$ cat src/rtl/parking_pkg.sv
// Shared types and constants for the gate keypad code-entry block.
package parking_pkg;

    typedef enum logic [1:0] {
        StIdle,
        StCollect,
        StSend
    } state_e;

    localparam int unsigned DIGITS                 = 4;
    localparam int unsigned DIGIT_W                = 4;
    localparam int unsigned ACK_HOLD_DEFAULT       = 4;
    localparam int unsigned TIMEOUT_CYCLES_DEFAULT = 1000;

    function automatic logic is_bcd(input logic [DIGIT_W-1:0] v);
        return v <= DIGIT_W'(9);
    endfunction

endpackage

$ cat src/rtl/entry_timer.sv
// Inactivity counter: flags expiry on the TIMEOUT_CYCLES-th consecutive enabled cycle.
module entry_timer #(
    parameter int unsigned TIMEOUT_CYCLES = 1000
) (
    input  logic clk,
    input  logic rst,
    input  logic clear,
    input  logic enable,
    output logic expired
);

    localparam int unsigned CntW = $clog2(TIMEOUT_CYCLES + 1);
    localparam logic [CntW-1:0] Last = CntW'(TIMEOUT_CYCLES - 1);

    logic [CntW-1:0] count_q, count_d;

    always_comb begin
        expired = 1'b0;
        count_d = count_q;
        if (clear) begin
            count_d = '0;
        end else if (enable) begin
            if (count_q == Last) begin
                expired = 1'b1;
                count_d = '0;
            end else begin
                count_d = count_q + CntW'(1);
            end
        end
    end

    always_ff @(posedge clk) begin
        if (!rst) begin
            count_q <= '0;
        end else begin
            count_q <= count_d;
        end
    end

endmodule

$ cat src/rtl/keypad_code_entry.sv
// Gate keypad PIN collector: gathers four BCD digits and hands them to the parking controller.
module keypad_code_entry
    import parking_pkg::*;
#(
    parameter int unsigned ACK_HOLD       = ACK_HOLD_DEFAULT,
    parameter int unsigned TIMEOUT_CYCLES = TIMEOUT_CYCLES_DEFAULT
) (
    input  logic                      clk,
    input  logic                      rst,
    input  logic                      vehicle_arrival,
    input  logic                      vehicle_left,
    input  logic                      key_valid,
    input  logic [DIGIT_W-1:0]        key_value,
    input  logic                      key_clear,
    input  logic                      key_enter,
    output logic [DIGITS*DIGIT_W-1:0] code,
    output logic                      code_ack,
    output logic [2:0]                digit_count,
    output logic                      key_error,
    output logic                      entry_timeout
);

    localparam int unsigned CodeW = DIGITS * DIGIT_W;
    localparam int unsigned AckW  = (ACK_HOLD > 1) ? $clog2(ACK_HOLD) : 1;
    localparam logic [AckW-1:0] AckLast = AckW'(ACK_HOLD - 1);
    localparam logic [2:0]      Full    = 3'(DIGITS);

    state_e           state_q, state_d;
    logic [CodeW-1:0] code_q, code_d;
    logic [2:0]       count_q, count_d;
    logic             ack_q, ack_d;
    logic [AckW-1:0]  ack_cnt_q, ack_cnt_d;
    logic             key_error_q, key_error_d;
    logic             timeout_q, timeout_d;

    logic abort;
    logic timer_clear, timer_enable, timer_expired;

    assign abort = vehicle_left | ~vehicle_arrival;

    // Leaving COLLECT always passes through a cycle outside it, which zeroes the counter.
    assign timer_clear  = (state_q != StCollect) | key_clear | key_enter | key_valid;
    assign timer_enable = (state_q == StCollect) & (count_q != 3'd0);

    entry_timer #(
        .TIMEOUT_CYCLES(TIMEOUT_CYCLES)
    ) u_entry_timer (
        .clk    (clk),
        .rst    (rst),
        .clear  (timer_clear),
        .enable (timer_enable),
        .expired(timer_expired)
    );

    always_comb begin
        state_d     = state_q;
        code_d      = code_q;
        count_d     = count_q;
        ack_d       = 1'b0;
        ack_cnt_d   = ack_cnt_q;
        key_error_d = 1'b0;
        timeout_d   = 1'b0;

        if (abort) begin
            state_d   = StIdle;
            code_d    = '0;
            count_d   = '0;
            ack_cnt_d = '0;
        end else begin
            unique case (state_q)
                StIdle: begin
                    state_d = StCollect;
                end
                StCollect: begin
                    if (key_clear) begin
                        code_d  = '0;
                        count_d = '0;
                    end else if (key_enter) begin
                        if (count_q == Full) begin
                            state_d   = StSend;
                            ack_d     = 1'b1;
                            ack_cnt_d = '0;
                        end else begin
                            key_error_d = 1'b1;
                        end
                    end else if (key_valid) begin
                        if (is_bcd(key_value) && (count_q != Full)) begin
                            code_d  = {code_q[CodeW-DIGIT_W-1:0], key_value};
                            count_d = count_q + 3'd1;
                        end else begin
                            key_error_d = 1'b1;
                        end
                    end else if (timer_expired) begin
                        code_d    = '0;
                        count_d   = '0;
                        timeout_d = 1'b1;
                    end
                end
                StSend: begin
                    if (ack_cnt_q == AckLast) begin
                        state_d   = StCollect;
                        code_d    = '0;
                        count_d   = '0;
                        ack_cnt_d = '0;
                    end else begin
                        ack_d     = 1'b1;
                        ack_cnt_d = ack_cnt_q + AckW'(1);
                    end
                end
                default: begin
                    state_d = StIdle;
                end
            endcase
        end
    end

    always_ff @(posedge clk) begin
        if (!rst) begin
            state_q     <= StIdle;
            code_q      <= '0;
            count_q     <= '0;
            ack_q       <= 1'b0;
            ack_cnt_q   <= '0;
            key_error_q <= 1'b0;
            timeout_q   <= 1'b0;
        end else begin
            state_q     <= state_d;
            code_q      <= code_d;
            count_q     <= count_d;
            ack_q       <= ack_d;
            ack_cnt_q   <= ack_cnt_d;
            key_error_q <= key_error_d;
            timeout_q   <= timeout_d;
        end
    end

    assign code          = code_q;
    assign code_ack      = ack_q;
    assign digit_count   = count_q;
    assign key_error     = key_error_q;
    assign entry_timeout = timeout_q;

endmodule

$ cat config.mk
export PLATFORM = sky130hd
export DESIGN_NAME = keypad_code_entry
export DESIGN_NICKNAME = d
export VERILOG_FILES = /design/src/rtl/parking_pkg.sv /design/src/rtl/entry_timer.sv /design/src/rtl/keypad_code_entry.sv
export SDC_FILE = /design/constraint.sdc
export NUM_CORES = 1
export LEC_CHECK = 0
export ABC_AREA = 1
export CAP_MARGIN = 20
export CORE_MARGIN = 2
export CORE_UTILIZATION = 48
export CTS_CLUSTER_SIZE = 30
export DETAILED_ROUTE_END_ITERATION = 10
export PLACE_DENSITY = 0.73
export SYNTH_ARGS = -nofsm -noshare
export SYNTH_HDL_FRONTEND = slang
export SYNTH_SLANG_ARGS = --single-unit
$ cat constraint.sdc
create_clock -name clk -period 2.1 [get_ports clk]
set_input_delay 0.21 -clock clk [delete_from_list [all_inputs] [get_ports clk]]
set_output_delay 0.21 -clock clk [all_outputs]
set_load 0.005 [all_outputs]
# ---- Word-level counts from Yosys, hierarchy flattened
# Index checks and enable logic that the tools add are counted.
dict set report classes {
  add_sub_neg 3
  magnitude_cmp 1
  n_eq_ne 14
  mux 38
  bitwise_logic 8
  n_reduce_logical 11
}
# cell count
set op_table {}
lappend op_table {{$mux 16} 6}
lappend op_table {{$pmux 16 s2} 1}
lappend op_table {{$mux 3} 6}
lappend op_table {{$mux 2} 8}
lappend op_table {{$mux 1} 12}
lappend op_table {{$add 10x1->10 const B} 1}
lappend op_table {{$eq 10x10->1 const B} 1}
lappend op_table {{$mux 10} 1}
lappend op_table {{$reduce_and 4->1} 2}
lappend op_table {{$ne 2x2->1 const B} 3}
lappend op_table {{$ne 3x3->1 const B} 2}
lappend op_table {{$pmux 2 s3} 1}
lappend op_table {{$pmux 3 s2} 1}
lappend op_table {{$reduce_or 6->1} 1}
lappend op_table {{$reduce_and 5->1} 1}
lappend op_table {{$eq 2x2->1 const B} 2}
lappend op_table {{$le 4x4->1 const B} 1}
lappend op_table {{$ne 2x1->1 const B} 2}
lappend op_table {{$ne 4x3->1 const B} 1}
lappend op_table {{$ne 4x4->1 const B} 1}
lappend op_table {{$or 1x1->1} 4}
lappend op_table {{$pmux 2 s2} 1}
lappend op_table {{$reduce_or 2->1} 2}
lappend op_table {{$reduce_or 4->1} 1}
lappend op_table {{11 further kinds} 13}
dict set report totals {
  ff_bits 36
  elab_cells 83
}

# ---- Longest topological paths before layout
# Gate-level depths: netlist (run 1).
dict set report logic_depth {
  depth_word 10
  depth_mapped 14
  depth_no_buf 13
}

# ---- Modules after synthesis
# From an unflattened synthesis (run 1), not the netlist that was laid out.
dict set report unflattened {
  cells_unflattened 286
  area_unflattened_um2 1934.4
}
# module instances cells_each area_each_um2 seq_area_each_um2
set modules_own_cells {}
lappend modules_own_cells {keypad_code_entry 1 208 1376.3 520.5}
lappend modules_own_cells {entry_timer 1 78 558.0 200.2}

# ---- Worst setup path after synthesis (run 1)
# OpenSTA, ideal clock, no wires.
dict set report synth_path {
  path_kind {register to register}
  start {reg state_q[0]}
  end {reg code_q[0] (netlist: code[0])}
  setup_ns 0.114
  arrival_time_ns 1.568
  required_time_ns 1.986
  setup_slack_ns 0.418
  stages_incl_launch_ff 13
  n_path_buf 1
  path_cell_list {dfxtp_1 > inv_1 > ha_1 > inv_1 > or2_1 > nand2_1 > nor2_2 > nand2_4 > inv_4 > nand2_8 > buf_6 > nor2_1 > nor2_2}
}
dict set report synth_via {
  elab_chain_len 7
  word_cells_on_any_way 16
  classes_between {7 x eq/ne; 3 x mux; 4 x bitwise; 2 x reduce/logical}
}
# element line
set synth_rtl {}
lappend synth_rtl {{start, declared} keypad_code_entry.sv:28} ;# state_e state_q, state_d;
lappend synth_rtl {{start signal, assigned} keypad_code_entry.sv:119} ;# state_q <= StIdle;
lappend synth_rtl {{start signal, assigned} keypad_code_entry.sv:127} ;# state_q <= state_d;
lappend synth_rtl {{$ne 2x1->1} keypad_code_entry.sv:42} ;# assign timer_clear = (state_q != StCollect) | key_clear | key_enter | key_valid;
lappend synth_rtl {{$or 1x1->1 (3 in a row)} keypad_code_entry.sv:42}
lappend synth_rtl {{$mux 1} entry_timer.sv:20} ;# if (clear) begin
lappend synth_rtl {{$ne 4x4->1 (no line)} --}
lappend synth_rtl {{$reduce_and 5->1 (no line)} --}
lappend synth_rtl {{end signal, assigned} keypad_code_entry.sv:128} ;# code_q <= code_d;
lappend synth_rtl {{end, declared} keypad_code_entry.sv:29} ;# logic [CodeW-1:0] code_q, code_d;
# Several ways; a longest one is shown, not always the timed one.
# A chain may end at the register's enable or synchronous reset.

# ---- Worst setup path after layout (run 1)
dict set report layout_path {
  start {reg state_q[0]}
  end {reg code_q[11] (netlist: code[11])}
}
# Same word-level chain as after synthesis.

==> results of run 1 <==
## state kept, by name, indices dropped and copies added, names as in the netlist
register	cells
code	16
u_entry_timer.count_q	10
key_error	1
entry_timeout	1
state_q	2
code_ack	1
digit_count	3
ack_cnt_q	2
## area by class of cell
type	instances	area [um^2]
repair buffers	35	342.8
well taps	50	62.56
multi-input cells	192	1060
clock buffers	6	72.57
inverters	39	151.4
flip-flops and latches	36	720.7
clock inverters	1	5.005
fillers	383	1585
## cell families after synthesis
family | synth area share
buffers and inverters | 0.1045
and+or+nand+nor | 0.3795
AOI/OAI and AO/OA | 0.08811
DFF | 0.3625
adders and majority gates | 0.05664
xor gates and xnor gates | 0.008812
## through the flow
step	worst slack (ns)	hold WS, ns	instance area, um^2	cells
6_report	0.2020	0.4648	2415	359
4_1_cts	0.1506	0.4661	2412	359
2_1_floorplan	0.4183	0.3274	1988	274
3_3_place_gp	0.1914	0.4500	2335	352
5_1_grt	0.05023	0.4836	2415	359
3_5_place_dp	0.1490	0.4563	2335	352
## routing by layer
metal | wire length (um) | global-route usage
met1 | 1778 | 0.2322
met2 | 1740 | 0.2937
met3 | 127 | 0.04276
met4 | 38 | 0.06000
met5 | 0 | 0
## synthesized netlist by cell type
cell and instances:
nand3_4 1, a21oi_1 21, buf_2 2, xor2_1 2, nand3_1 16, o21bai_1 1
a211oi_1 1, buf_6 2, ha_1 9, nand2_4 2, nor2_4 2, inv_4 1
nor3_1 5, nor2_2 10, inv_2 2, nand3b_1 1, buf_4 1, nand2_2 11
nand2_1 52, nand2_8 2, buf_8 1, or2_1 1, clkinv_1 1, dfxtp_1 36
nand3_2 4, nor2_1 39, o21ai_0 11, inv_1 35, nor2_8 1, clkbuf_1 1
## power breakdown
part           internal, mW  switching (mW)
combinational        0.0597          0.0817
sequential            0.689         0.00521
clock                 0.225           0.228
total                 0.974           0.315
## worst min-delay path: cells and delay by family, from the launching register on
kind | cells | cell delay (ns)
DFF | 1 | 0.31
and+or+nand+nor | 1 | 0.06
AOI/OAI and AO/OA | 1 | 0.05
## worst max path at each step
stage	to	cells past startpoint	slack (ns)	start
floorplan	code[0]	12	0.42	state_q[0]
global placement	code[0]	11	0.19	state_q[0]
detailed placement	code[0]	11	0.15	state_q[0]
CTS	code[0]	11	0.15	state_q[0]
global route	code[0]	11	0.05	state_q[0]
finish	code[11]	11	0.20	state_q[0]
==> out/summary.txt, run 1 <==
CTS sink count = 36
Crit path capture type = flop
Hold_sp = ack_cnt_q[1]
CP max stage delay = 0.40 ns
Layout area overhead = 21.46%
DIE HEIGHT = 68.36 um
Final worst-path cycle share = 0.9038
Share of layout cells above drive strength 1 = 0.1456
Crit path time final = 1.898 ns
First-pass GRT wire length = 6389 um
Synth top area share = 0.3625
Port Buffers = 32
Starting density of the core = 0.4970
Worst r2r dst = code[11]
Longest Clk Path Bufs = 2
Critical path's top delay family = simple AND/OR/NAND/NOR gates
Post-synth cell types = 30
TritonCTS clock tree = yes
DRT Wirelength = 3685 um
FF-to-FF Start = state_q[0]
Hold depth = 2
Residual DRC = 0
Number of global-route vias before repair = 1,472
Fmax = 0.5269 GHz
Critical Path Start Type = flop
Max VDD drop = 0.4430 mV
Die Width = 68.36 um
YS warnings = 0
Via-to-Cell Ratio = 4.685
Hold Path End = ack_cnt_q[1]
Leakage = 1.008 nW
First DRT Iteration DRCs = 81
Cts bufs inserted = 5
Inserted Diodes = 0
Slowest library cell on the worst path = dfxtp_1
Crit-path max FO = 21
Avg Cell Area, Syn = 7.256 um^2
Net count, final = 329
Top Ports = 33
Critical path class = reg -> reg
ANT nets after route = 0
Max-slew headroom = 0.6687
Worst Hold Class = reg -> reg
Final setup fails = 0
RePlAce Congestion = 0.7965
Seq/Total Area, Yosys = 0.3625
Global route overflow = 0
Area leader, netlist = dfxtp_1
Fin util = 0.6037
Clock skew = 0.005899 ns
Root Driver = clkbuf_8
CP cell instances = inv_1 > ha_1 > inv_1 > or2_1 > nand2_1 > nor2_2 > nand2_4 > inv_6 > nand2_8 > nor2_1 > nor2_2
Total Power = 1.289 mW
Syn Inst Count = 274
Worst-margin pin slew = 0.4932 ns
Synth Cell Area = 1988 um^2
Hold Fails Final Rpt = 0
Postcts setup bufs = 0
Worst EP required = 2.28 ns
CTS clk-pin slew, worst paths = 0.07 ns
DP HPWL = 2743 um
Area of the die = 4673 um^2
H-tree depth = 2
Arrival time at the worst endpoint = 2.08 ns
Setup TNS = 0 ns
Max-slew violations = 0
TritonRoute pass-1 iters = 4
Commonest non-fill, non-tap cell in the layout = nand2_1
Core footprint = 4000 um^2
Hold-fix buffers, CTS = 0
Num rows = 23
Net Count, Synth = 294
Clock latency on the worst-skew pair = 0.28 ns
Unrepaired setup endpoints after global routing = no
Synthesized flop and latch total = 36
Largest net degree at the start of global routing = 22
Synth area leaders = dfxtp_1, nand2_1, nor2_1, inv_1, ha_1
Max-cap violations = 0
Most frequent cells in the layout = nand2_1, nor2_1, dfxtp_1, inv_1, clkdlybuf4s50_1
CP Buf/Inv Count = 3
Total Routing Usage GR = 0.1800
Pwr/cell area = 533.9 nW/um^2
Reg2reg setup slack = 0.20 ns
# resized after CTS = 0
Initial antenna violation count = 0
Register-to-Register Path Depth = 11
Via count = 1,682
Outcome = finished, final reports clean
DR WL/cell = 10.26 um
(Power assumes the default switching activity.)
==> run 2: changes to the inputs <==
- CORE_UTILIZATION: 48 -> 50
- CTS_CLUSTER_DIAMETER: default -> 40
- MAX_ROUTING_LAYER: default -> met4
- PLACE_DENSITY: 0.73 -> 0.76
==> run 2 against run 1 <==
Effect of this change:
- sequential share of layout area down 0.20 points
- global-route usage up 0.66 points
- final cell count down 0.56%
- combinational power about the same
- clock skew down 0.00053 ns
- count of clock-buffer cells in the layout up 1
- first-iteration DRC count up 2.5%
- critical path depth unchanged
==> out/summary.txt, run 2 (synthesis results as in run 1) <==
Outcome = finished, final reports clean
Largest net degree at the start of global routing = 22 (unchanged)
TritonCTS clock tree = yes
CTS clk-pin slew, worst paths = 0.07 ns (about the same)
Num rows = 22 (-4.3%)
H-tree depth = 2 (unchanged)
Via-to-Cell Ratio = 4.776 (+1.9%)
Cts bufs inserted = 5 (unchanged)
Root Driver = clkbuf_8
Net count, final = 329 (unchanged)
Hold-fix buffers, CTS = 0 (unchanged)
Psw = 0.3112 mW (-1.1%)
Max-slew violations = 0 (unchanged)
Hold Fails Final Rpt = 0 (unchanged)
First-pass GRT wire length = 6327 um (-0.97%)
Net Sw Frac = 0.2302 (-0.01405)
Pwr/cell area = 556.2 nW/um^2 (+4.2%)
Leakage = 1.017 nW (+0.92%)
Final worst-path cycle share = 0.8819 (-0.02191)
RePlAce Congestion = 0.8005 (+0.50%)
Port Buffers = 32 (unchanged)
Via count = 1,705 (+1.4%)
Area of the multi-input gates = 1060 um^2 (unchanged)
Logic pwr share = 0.104 (-0.006)
Global route overflow = 0 (unchanged)
Initial antenna violation count = 0 (unchanged)
Final cell count without fillers = 357 (-0.56%)
Residual DRC = 0 (unchanged)
Final setup margin = 0.2481 ns (+0.04601 ns)
Place WS = 0.2180 ns (+0.06901 ns)
Clock skew = 0.005371 ns (-0.0005281 ns)
Area of the die = 4497 um^2 (-3.8%)
DIE HEIGHT = 67.06 um (-1.9%)
Max reg flops = 16 (unchanged)
Final setup fails = 0 (unchanged)
Starting density of the core = 0.5311 (+0.03405)
Inserted Diodes = 0 (unchanged)
Top Ports = 33 (unchanged)
Total Routing Usage GR = 0.1866 (+0.006631)
Share of layout cells above drive strength 1 = 0.1489 (+0.003236)
Register area = 720.7 um^2 (unchanged)
Worst-margin pin slew = 0.4618 ns (-0.03139 ns)
First DRT Iteration DRCs = 83 (+2.5%)
Crit path time final = 1.852 ns (-0.04601 ns)
TritonRoute pass-1 iters = 4 (unchanged)
Core footprint = 3744 um^2 (-6.4%)
Most frequent cells in the layout = nand2_1, nor2_1, dfxtp_1, inv_1, clkdlybuf4s50_1
Die Width = 67.06 um (-1.9%)
Commonest non-fill, non-tap cell in the layout = nand2_1
ANT nets after route = 0 (unchanged)
DRT Wirelength = 3673 um (-0.33%)
Setup TNS = 0 ns (unchanged)
Critical path class = reg -> reg
Longest Clk Path Bufs = 2 (unchanged)
Arrival time at the worst endpoint = 2.02 ns (-0.06 ns)
Fmax = 0.5400 GHz (+2.5%)
DR WL/cell = 10.29 um (+0.23%)
Crit-path max FO = 21 (unchanged)
Number of global-route vias before repair = 1,486 (+0.95%)
Layout area overhead = 22.28%
Filler cell count = 343 (-10%)
DP Cell Count = 350 (-0.57%)
Seq pwr share = 0.514 (-0.025)
Worst EP required = 2.27 ns (about the same)
DP HPWL = 2750 um (+0.24%)
Power Internal = 1.041 mW (+6.8%)
Clock group share of total power = 0.382 (+0.030)
Max-cap violations = 0 (unchanged)
Crit path capture type = flop
Worst Hold Class = reg -> reg
Clock latency on the worst-skew pair = 0.28 ns (about the same)
Max VDD drop = 0.3552 mV (-20%)
Critical Path Start Type = flop
Unrepaired setup endpoints after global routing = no
Max-slew headroom = 0.6898 (+0.02109)
CTS sink count = 36 (unchanged)
## run 2: cell count changes in the layout (fill, tap and decap cells not counted)
cell,previous run,this run
clkbuf_1,1,0
clkinv_2,1,0
clkbuf_8,5,7
## run 2: area by class of cell
class | count | area share
Inverter | 39 | 0.06227
Timing Repair Buffer | 35 | 0.1410
Tap cell | 48 | 0.02470
Sequential cell | 36 | 0.2964
Multi-Input combinational cell | 192 | 0.4359
Clock buffer | 7 | 0.03963
## run 2: repair_timing
| action | CTS | global route |
|---|---|---|
| gates resized for setup | 0 | 1 |
| endpoints found under the setup margin | 0 | 1 |
| buffers inserted | 0 | 0 |
## run 2: final timing paths
check                                               from                       end  slack, ns  cells after the start
worst min register to register  u_entry_timer.count_q[9]  u_entry_timer.count_q[9]       0.45                      1
worst max register to register                state_q[0]                   code[4]       0.25                     11
worst max-delay path                          state_q[0]                   code[4]       0.25                     11
worst min-delay path            u_entry_timer.count_q[9]  u_entry_timer.count_q[9]       0.45                      1
## run 2: through the flow
step | hold WS (ns) | area [um^2] | utilization | total power, mW
floorplan | 0.3274 | 1988 | - | 0.8089
global placement | 0.4413 | 2332 | 0.6230 | 0.8491
detailed placement | 0.4502 | 2332 | 0.6230 | 0.8504
CTS | 0.4555 | 2429 | 0.6487 | 1.370
global route | 0.4693 | 2431 | 0.6494 | 1.417
finish | 0.4532 | 2431 | 0.6494 | 1.352
## run 2: worst max-delay path, stage by stage, from the launching register on
cell     delay, ns
dfxtp_1       0.38
inv_1         0.09
ha_1          0.27
inv_1         0.07
or2_1         0.16
nand2_1       0.08
nor2_2        0.12
nand2_4       0.07
inv_6         0.15
nand2_8       0.15
nor2_1        0.14
nor2_2        0.05
## run 2: power groups by stage
stage                     logic [mW]  registers [mW]  clock network [mW]
after floorplan               0.0993           0.710                   0
after global placement         0.139           0.710                   0
after detailed placement       0.140           0.710                   0
after CTS                      0.141           0.694               0.534
after global routing           0.159           0.695               0.563
final                          0.141           0.694               0.517
## run 2: layer usage
metal | vias to the layer above | share of wire | GRT usage
li1 | 921 | - | -
met1 | 760 | 0.49 | 0.2391
met2 | 22 | 0.47 | 0.2908
met3 | 2 | 0.035 | 0.04730
met4 | 0 | 0.0060 | 0.05357
met5 | - | 0 | -
==> run 3: changes to the inputs <==
- SKIP_LAST_GASP: default -> 1
==> results of run 3 <==
Final layout, timing and power as in run 2 (identical DEF).
